[src/rtl/mux16_rr_arbiter_pkg.sv]
// Shared constants, state encoding and request-vector type for the 16-way
// round-robin mux arbiter.
package mux_arb_pkg;

    localparam int NREQ  = 16;
    localparam int SEL_W = 4;

    typedef enum logic [1:0] {
        IDLE  = 2'd0,
        GRANT = 2'd1,
        GAP   = 2'd2
    } arb_state_t;

    typedef logic [NREQ-1:0] req_vec_t;

    function automatic req_vec_t onehot(input logic [SEL_W-1:0] idx);
        return req_vec_t'(1) << idx;
    endfunction

endpackage

[src/rtl/mux16_rr_arbiter_if.sv]
// Request/grant bundle between the requesters (master) and the arbiter (slave).
interface mux16_rr_arbiter_if;
    import mux_arb_pkg::*;

    // Handshake: req[i] is a level held high for as long as requester i wants
    // the path; gnt[i] (one-hot, registered) says it owns it this cycle. A
    // requester drops req[i] to give the path back; nothing is latched, so a
    // request that falls before being granted is forgotten.
    req_vec_t         req;
    req_vec_t         data_in;
    req_vec_t         gnt;
    logic             gnt_valid;
    logic [SEL_W-1:0] sel;
    logic             data_out;
    logic             out_valid;
    arb_state_t       dbg_state;

    modport master (
        output req, data_in,
        input  gnt, gnt_valid, sel, data_out, out_valid, dbg_state
    );

    modport slave (
        input  req, data_in,
        output gnt, gnt_valid, sel, data_out, out_valid, dbg_state
    );

endinterface

[src/rtl/mux16_rr_arbiter_pick.sv]
// Round-robin winner search: first set request at or after ptr, wrapping mod 16.
module rr_pick16
    import mux_arb_pkg::*;
(
    input  req_vec_t         req,
    input  logic [SEL_W-1:0] ptr,
    output logic             any,
    output logic [SEL_W-1:0] idx
);

    req_vec_t         rot;
    logic [SEL_W-1:0] off;

    // Rotate so ptr lands on bit 0, take the lowest set bit, then undo the rotate.
    always_comb begin
        rot = (req >> ptr) | (req << (NREQ - int'(ptr)));
        off = '0;
        for (int i = NREQ - 1; i >= 0; i--) begin
            if (rot[i]) off = SEL_W'(i);
        end
    end

    assign any = |req;
    assign idx = ptr + off;

endmodule

[src/rtl/mux16to1.sv]
// Plain 16:1 single-bit mux; the datapath cell the arbiter steers.
module mux16to1 (
    input  logic [15:0] in,
    input  logic [3:0]  sel,
    output logic        out
);

    assign out = in[sel];

endmodule

[src/rtl/mux16_rr_arbiter.sv]
// Round-robin owner of a shared 16:1 bit-select path with hold limit and
// optional dead cycle between owners; data bit is registered during GRANT.
module mux16_rr_arbiter
    import mux_arb_pkg::*;
#(
    parameter int MAX_HOLD = 8,
    parameter int GAP_EN   = 1
) (
    input logic               clk,
    input logic               rst,
    mux16_rr_arbiter_if.slave bus
);

    localparam int HW = (MAX_HOLD == 0) ? 1 : $clog2(MAX_HOLD + 1);
    localparam logic [HW-1:0] HOLD_LAST = HW'((MAX_HOLD == 0) ? 0 : MAX_HOLD - 1);

    arb_state_t       state;
    logic [SEL_W-1:0] ptr;
    logic [SEL_W-1:0] sel_q;
    logic [SEL_W-1:0] pick_ptr;
    logic [SEL_W-1:0] win_idx;
    logic             win_any;
    logic             mux_bit;
    logic [HW-1:0]    hold_cnt;
    req_vec_t         gnt_q;
    logic             gnt_valid_q;
    logic             data_q;
    logic             out_valid_q;
    logic             hold_done;
    logic             release_now;

    // On a release edge the search must already use the advanced pointer so
    // that a back-to-back handover sees the previous owner last.
    assign pick_ptr    = (state == GRANT) ? sel_q + 1'b1 : ptr;
    assign hold_done   = (MAX_HOLD != 0) && (hold_cnt == HOLD_LAST);
    assign release_now = !bus.req[sel_q] || hold_done;

    rr_pick16 u_pick (
        .req (bus.req),
        .ptr (pick_ptr),
        .any (win_any),
        .idx (win_idx)
    );

    mux16to1 u_mux (
        .in  (bus.data_in),
        .sel (sel_q),
        .out (mux_bit)
    );

    always_ff @(posedge clk or posedge rst) begin
        if (rst) begin
            state       <= IDLE;
            ptr         <= '0;
            hold_cnt    <= '0;
            gnt_q       <= '0;
            gnt_valid_q <= 1'b0;
            sel_q       <= '0;
            data_q      <= 1'b0;
            out_valid_q <= 1'b0;
        end else begin
            case (state)
                IDLE: begin
                    out_valid_q <= 1'b0;
                    if (win_any) begin
                        gnt_q       <= onehot(win_idx);
                        gnt_valid_q <= 1'b1;
                        sel_q       <= win_idx;
                        hold_cnt    <= '0;
                        state       <= GRANT;
                    end
                end
                GRANT: begin
                    data_q      <= mux_bit;
                    out_valid_q <= 1'b1;
                    // Saturates only in the unlimited-hold build.
                    if (hold_cnt != '1) hold_cnt <= hold_cnt + 1'b1;
                    if (release_now) begin
                        ptr <= pick_ptr;
                        if (GAP_EN != 0) begin
                            gnt_q       <= '0;
                            gnt_valid_q <= 1'b0;
                            state       <= GAP;
                        end else if (win_any) begin
                            gnt_q       <= onehot(win_idx);
                            gnt_valid_q <= 1'b1;
                            sel_q       <= win_idx;
                            hold_cnt    <= '0;
                        end else begin
                            gnt_q       <= '0;
                            gnt_valid_q <= 1'b0;
                            state       <= IDLE;
                        end
                    end
                end
                GAP: begin
                    out_valid_q <= 1'b0;
                    state       <= IDLE;
                end
                default: begin
                    out_valid_q <= 1'b0;
                    gnt_q       <= '0;
                    gnt_valid_q <= 1'b0;
                    state       <= IDLE;
                end
            endcase
        end
    end

    assign bus.gnt       = gnt_q;
    assign bus.gnt_valid = gnt_valid_q;
    assign bus.sel       = sel_q;
    assign bus.data_out  = data_q;
    assign bus.out_valid = out_valid_q;
    assign bus.dbg_state = state;

endmodule
[src/flat_wrapper.sv]
// flat-port wrapper written by rule: the top's interface ports become plain ports
module mux16_rr_arbiter_flat import mux_arb_pkg::*;
#(
    parameter int MAX_HOLD = 8,
    parameter int GAP_EN   = 1
)
  (clk, rst, bus_req, bus_data_in, bus_gnt, bus_gnt_valid, bus_sel, bus_data_out, bus_out_valid, bus_dbg_state);
  mux16_rr_arbiter_if bus_i ();
  input logic clk;
  input logic rst;
  input wire logic [$bits(bus_i.req)-1:0] bus_req;
  input wire logic [$bits(bus_i.data_in)-1:0] bus_data_in;
  output wire logic [$bits(bus_i.gnt)-1:0] bus_gnt;
  output wire logic [$bits(bus_i.gnt_valid)-1:0] bus_gnt_valid;
  output wire logic [$bits(bus_i.sel)-1:0] bus_sel;
  output wire logic [$bits(bus_i.data_out)-1:0] bus_data_out;
  output wire logic [$bits(bus_i.out_valid)-1:0] bus_out_valid;
  output wire logic [$bits(bus_i.dbg_state)-1:0] bus_dbg_state;
  assign bus_i.req = bus_req;
  assign bus_i.data_in = bus_data_in;
  assign bus_gnt = bus_i.gnt;
  assign bus_gnt_valid = bus_i.gnt_valid;
  assign bus_sel = bus_i.sel;
  assign bus_data_out = bus_i.data_out;
  assign bus_out_valid = bus_i.out_valid;
  assign bus_dbg_state = bus_i.dbg_state;
  mux16_rr_arbiter #(.MAX_HOLD(MAX_HOLD), .GAP_EN(GAP_EN)) u_core (.clk(clk), .rst(rst), .bus(bus_i));
endmodule
[config.mk]
export PLATFORM = sky130hd
export DESIGN_NAME = mux16_rr_arbiter_flat
export DESIGN_NICKNAME = d
export VERILOG_FILES = /design/src/rtl/mux16_rr_arbiter_pkg.sv /design/src/rtl/mux16_rr_arbiter_if.sv /design/src/rtl/mux16_rr_arbiter_pick.sv /design/src/rtl/mux16to1.sv /design/src/rtl/mux16_rr_arbiter.sv /design/src/flat_wrapper.sv
export SDC_FILE = /design/constraint.sdc
export NUM_CORES = 1
export LEC_CHECK = 0
export CAP_MARGIN = 40
export CORE_ASPECT_RATIO = 1.4
export CORE_UTILIZATION = 47
export CTS_CLUSTER_SIZE = 28
export DETAILED_ROUTE_END_ITERATION = 8
export GPL_TIMING_DRIVEN = 0
export PLACE_DENSITY = 0.73
export SLEW_MARGIN = 25
export SYNTH_ARGS = -nofsm -noshare
export SYNTH_HDL_FRONTEND = slang
export SYNTH_SLANG_ARGS = --single-unit
export TNS_END_PERCENT = 1
[constraint.sdc]
create_clock -name clk -period 8.8 [get_ports clk]
set_input_delay 1.76 -clock clk [delete_from_list [all_inputs] [get_ports clk]]
set_output_delay 1.76 -clock clk [all_outputs]
set_load 0.05 [all_outputs]
==> impl_metrics.env, run 1 <==
export IMPL_result_of_the_run="finished clean"
export IMPL_clk_transition_reported_paths_ns=0.07
export IMPL_critical_path_slowest_cell="clkdlybuf4s50_1"
export IMPL_hold_path_cell_count=2
export IMPL_timing_critical_path_to_type="flip-flop"
export IMPL_detail_route_iter0_violations=257
export IMPL_fmax_mhz=176.8
export IMPL_critical_path_required_ns=9.02
export IMPL_min_path_type="reg -> reg"
export IMPL_grt_pass1_vias=3626
export IMPL_finalWeightedCongestion=1.039
export IMPL_timing_final_hold_violations=0
export IMPL_grt_pass1_wl_mm=18.73
export IMPL_final_setup_viol_count=0
export IMPL_cts_root_to_sink_buffers=2
export IMPL_initial_antenna_violation_count=0
export IMPL_area_delta_synth_final_pct=23.27
export IMPL_finalCriticalPeriod_ns=5.655
export IMPL_maximum_number_of_pins_on_one_net_before_global_route_repair=34
export IMPL_synth_enable_flop_cells=0
export IMPL_antenna_cells=0
export IMPL_worst_r2r_startpoint="u_core.bus.sel[0]"
export IMPL_synth_seq_area_share_pct=23.27
export IMPL_timing_worst_setup_path_type="in -> reg"
export IMPL_ioPinCount=59
export IMPL_reg2reg_slack_ns=3.84
export IMPL_critPathLaunchType="input port"
export IMPL_post_synth_instance_area_mm2=0.003548
export IMPL_rows=37
export IMPL_clkSinkCount=33
export IMPL_crit_reg2reg_capture="u_core.bus.gnt[8]"
export IMPL_yosys_top_cells_area="dfrtp_1 (23%), mux4_2 (6.3%), nand2_1 (5.2%), mux2i_1 (4.8%), o211ai_1 (3.6%)"
export IMPL_netlist_cell_type_count=80
export IMPL_postSynthRegisterBits=33
export IMPL_fp_dieArea_mm2=0.007906
export IMPL_timing_critical_path_fanout_max=8
export IMPL_critical_path_top_cell_by_count="a21oi_1"
export IMPL_routedWlPerCell_um=20.55
export IMPL_clk_latency_ns=0.28
export IMPL_post_cts_setup_buffer_count=0
export IMPL_cp_top_family="compound AO/OA/AOI/OAI gates"
export IMPL_drt_vias_per_instance=6.505
export IMPL_fin_worst_skew_ns=0.008254
export IMPL_yosysTopAreaCellShare_pct=23.27
export IMPL_drv_max_cap_violation_count=0
export IMPL_die_y_um=104.8
export IMPL_beginning_of_the_worst_hold_path="u_core.bus.gnt[14]"
export IMPL_dieWidth_um=75.44
export IMPL_worstPathCellList="clkdlybuf4s50_1 > o211ai_1 > and2_1 > a21oi_1 > mux2_4 > o32ai_2 > a21bo_2 > a41oi_1 > o21ai_0 > a21oi_1 > ha_1 > a21o_1 > a21oi_1 > xnor2_1 > xor2_2 > a32o_1"
export IMPL_most_frequent_cells_in_the_layout="clkdlybuf4s50_1 (57), nand2_1 (49), dfrtp_1 (33)"
export IMPL_starting_density_of_the_core_pct=48.51
export IMPL_drc_violations=0
export IMPL_timing_slew_headroom_pct=53.69
export IMPL_postCtsHoldBufs=0
export IMPL_grt_use_total_pct=31.38
export IMPL_grt_overflow_total=0
export IMPL_post_cts_resized=0
export IMPL_critical_path_max_stage_delay_ns=0.59
export IMPL_postSynthNetCount=444
export IMPL_postSynthCellCount=404
export IMPL_number_of_buffer_and_inverter_instances_along_the_worst_setup_path=1
export IMPL_asr_flop_ratio_synth_pct=100.0
export IMPL_worst_slew_pin_transition_ns=0.6754
export IMPL_worst_hold_path_endpoint="u_core.bus.gnt[14]"
export IMPL_core_area_mm2=0.007315
export IMPL_dp_final_hpwl_mm=9.158
export IMPL_final_nets=508
export IMPL_detailedRoute_firstPassIterationCount=5
export IMPL_cts_buffers_inserted=5
export IMPL_h_tree_levels=2
export IMPL_postSynth_topFlopCell="dfrtp_1"
export IMPL_tritoncts="built"
export IMPL_drv_slew=0
export IMPL_setup_repair_after_global_routing_missed_its_margin="false"
export IMPL_cp_data_arrival_time_ns=5.87
export IMPL_port_buffer_count=57
export IMPL_synth_top_cell_by_area="dfrtp_1"
export IMPL_root_buffer="clkbuf_8"
export IMPL_vias_post_dr=3682
export IMPL_syn_mean_instance_area_um2=8.783
export IMPL_finalSetupTns_ns=0
export IMPL_final_min_period_over_clock_period_pct=64.26
export IMPL_r2r_cells=18
export IMPL_final_common_cell="clkdlybuf4s50_1"
export IMPL_wl_mm=11.63
export IMPL_post_route_cells_drive_above_1_share_pct=14.71
export IMPL_final_antenna_net_count=0
export IMPL_synthesis_yosys_warnings=0
==> Yosys cell counts (all sizes together), types with 7 or more instances <==
| library cell | number |
|---|---|
| nor2 | 24 |
| a21oi | 20 |
| clkbuf | 12 |
| nor3 | 9 |
| mux2i | 19 |
| dfrtp | 33 |
| nand2 | 49 |
| nand3 | 23 |
| buf | 14 |
| inv | 13 |
| mux4 | 12 |
| o21ai | 22 |
| o211ai | 19 |
| o211a | 7 |
| mux2 | 13 |
==> per-stage QoR <==
step / util, % / worst slack (ns) / instances / cell area (um^2) / hold slack (ns)
6_report: 59.80 / 3.145 / 566 / 4374 / 0.4849
5_1_grt: 59.80 / 2.849 / 566 / 4374 / 0.5086
4_1_cts: 59.80 / 3.148 / 566 / 4374 / 0.4903
3_5_place_dp: 57.97 / 2.868 / 558 / 4240 / 0.4745
3_3_place_gp: 57.97 / 2.895 / 558 / 4240 / 0.4605
2_1_floorplan: - / 3.990 / 404 / 3548 / 0.4986
==> tightest hold or removal path, stage by stage (launching register included) <==
cell,delay (ns)
dfrtp_1,0.34
nand2_1,0.05
o21ai_1,0.06
==> kinds of logic (layout without fill, tap and decap cells) <==
logic type               count (synthesis)  count (layout)  synth area share [%]
flip-flops                              33              33                 23.27
AO/OA/AOI/OAI                          131             131                 28.77
multiplexers                            44              44                 17.88
AND/OR/NAND/NOR                        141             141                 19.50
buffers and inverters                   39             104                 5.148
adder cells (fa/ha/maj)                  6               6                 2.327
XOR/XNOR                                10              10                 3.103
==> routing by layer <==
layer / vias to the layer above / wire length [um] / part of all wire (%) / global-route usage (%)
met4: 0 / 737 / 6.3 / 19.05
met5: - / 0 / 0 / 0
met3: 52 / 661 / 5.7 / 3.761
met2: 179 / 5967 / 51 / 53.70
met1: 1766 / 4263 / 37 / 35.76
li1: 1685 / - / - / -
==> worst max path at each step <==
stage,from,depth (start not counted),end
CTS,bus_req[15],16,u_core.bus.gnt[1]
global route,bus_req[11],16,u_core.bus.gnt[8]
floorplan,bus_req[3],15,u_core.bus.gnt[0]
global placement,bus_req[15],16,u_core.bus.gnt[9]
finish,bus_req[15],16,u_core.bus.gnt[8]
detailed placement,bus_req[15],16,u_core.bus.gnt[1]
==> cell type report <==
cell class	count	area [um^2]
tap	97	121.4
sequential	33	825.8
timing repair buffer	57	570.5
clock inverter	3	65.06
inverter	13	51.30
fill	685	2940
clock buffer	5	68.82
multi-input combinational	332	2540
buffer	26	131.4
==> registers in the layout, indices dropped and copies added (netlist names) <==
name and flops:
u_core.bus.data_out 1, u_core.bus.dbg_state 2, u_core.bus.gnt 16, u_core.bus.gnt_valid 1
u_core.bus.out_valid 1, u_core.bus.sel 4, u_core.hold_cnt 4, u_core.ptr 4
Power of run 1 is not shown: default switching activity piles up to over one toggle a cycle in this logic, so the estimate is an artifact.
==> run 2, diff against run 1 <==
Clock period 8.8 ns to 5.7 ns, I/O delays scaled along.
==> results of run 2 <==
Same layout as run 1 (identical final DEF). Status: finished clean.
Main changes from that run: setup slack after placement 2.868 ns -> 0.3882 ns; setup slack after layout 3.145 ns -> 0.6649 ns; register-to-register setup slack 3.84 ns -> 0.74 ns
Power of run 2 is left out for the same reason.
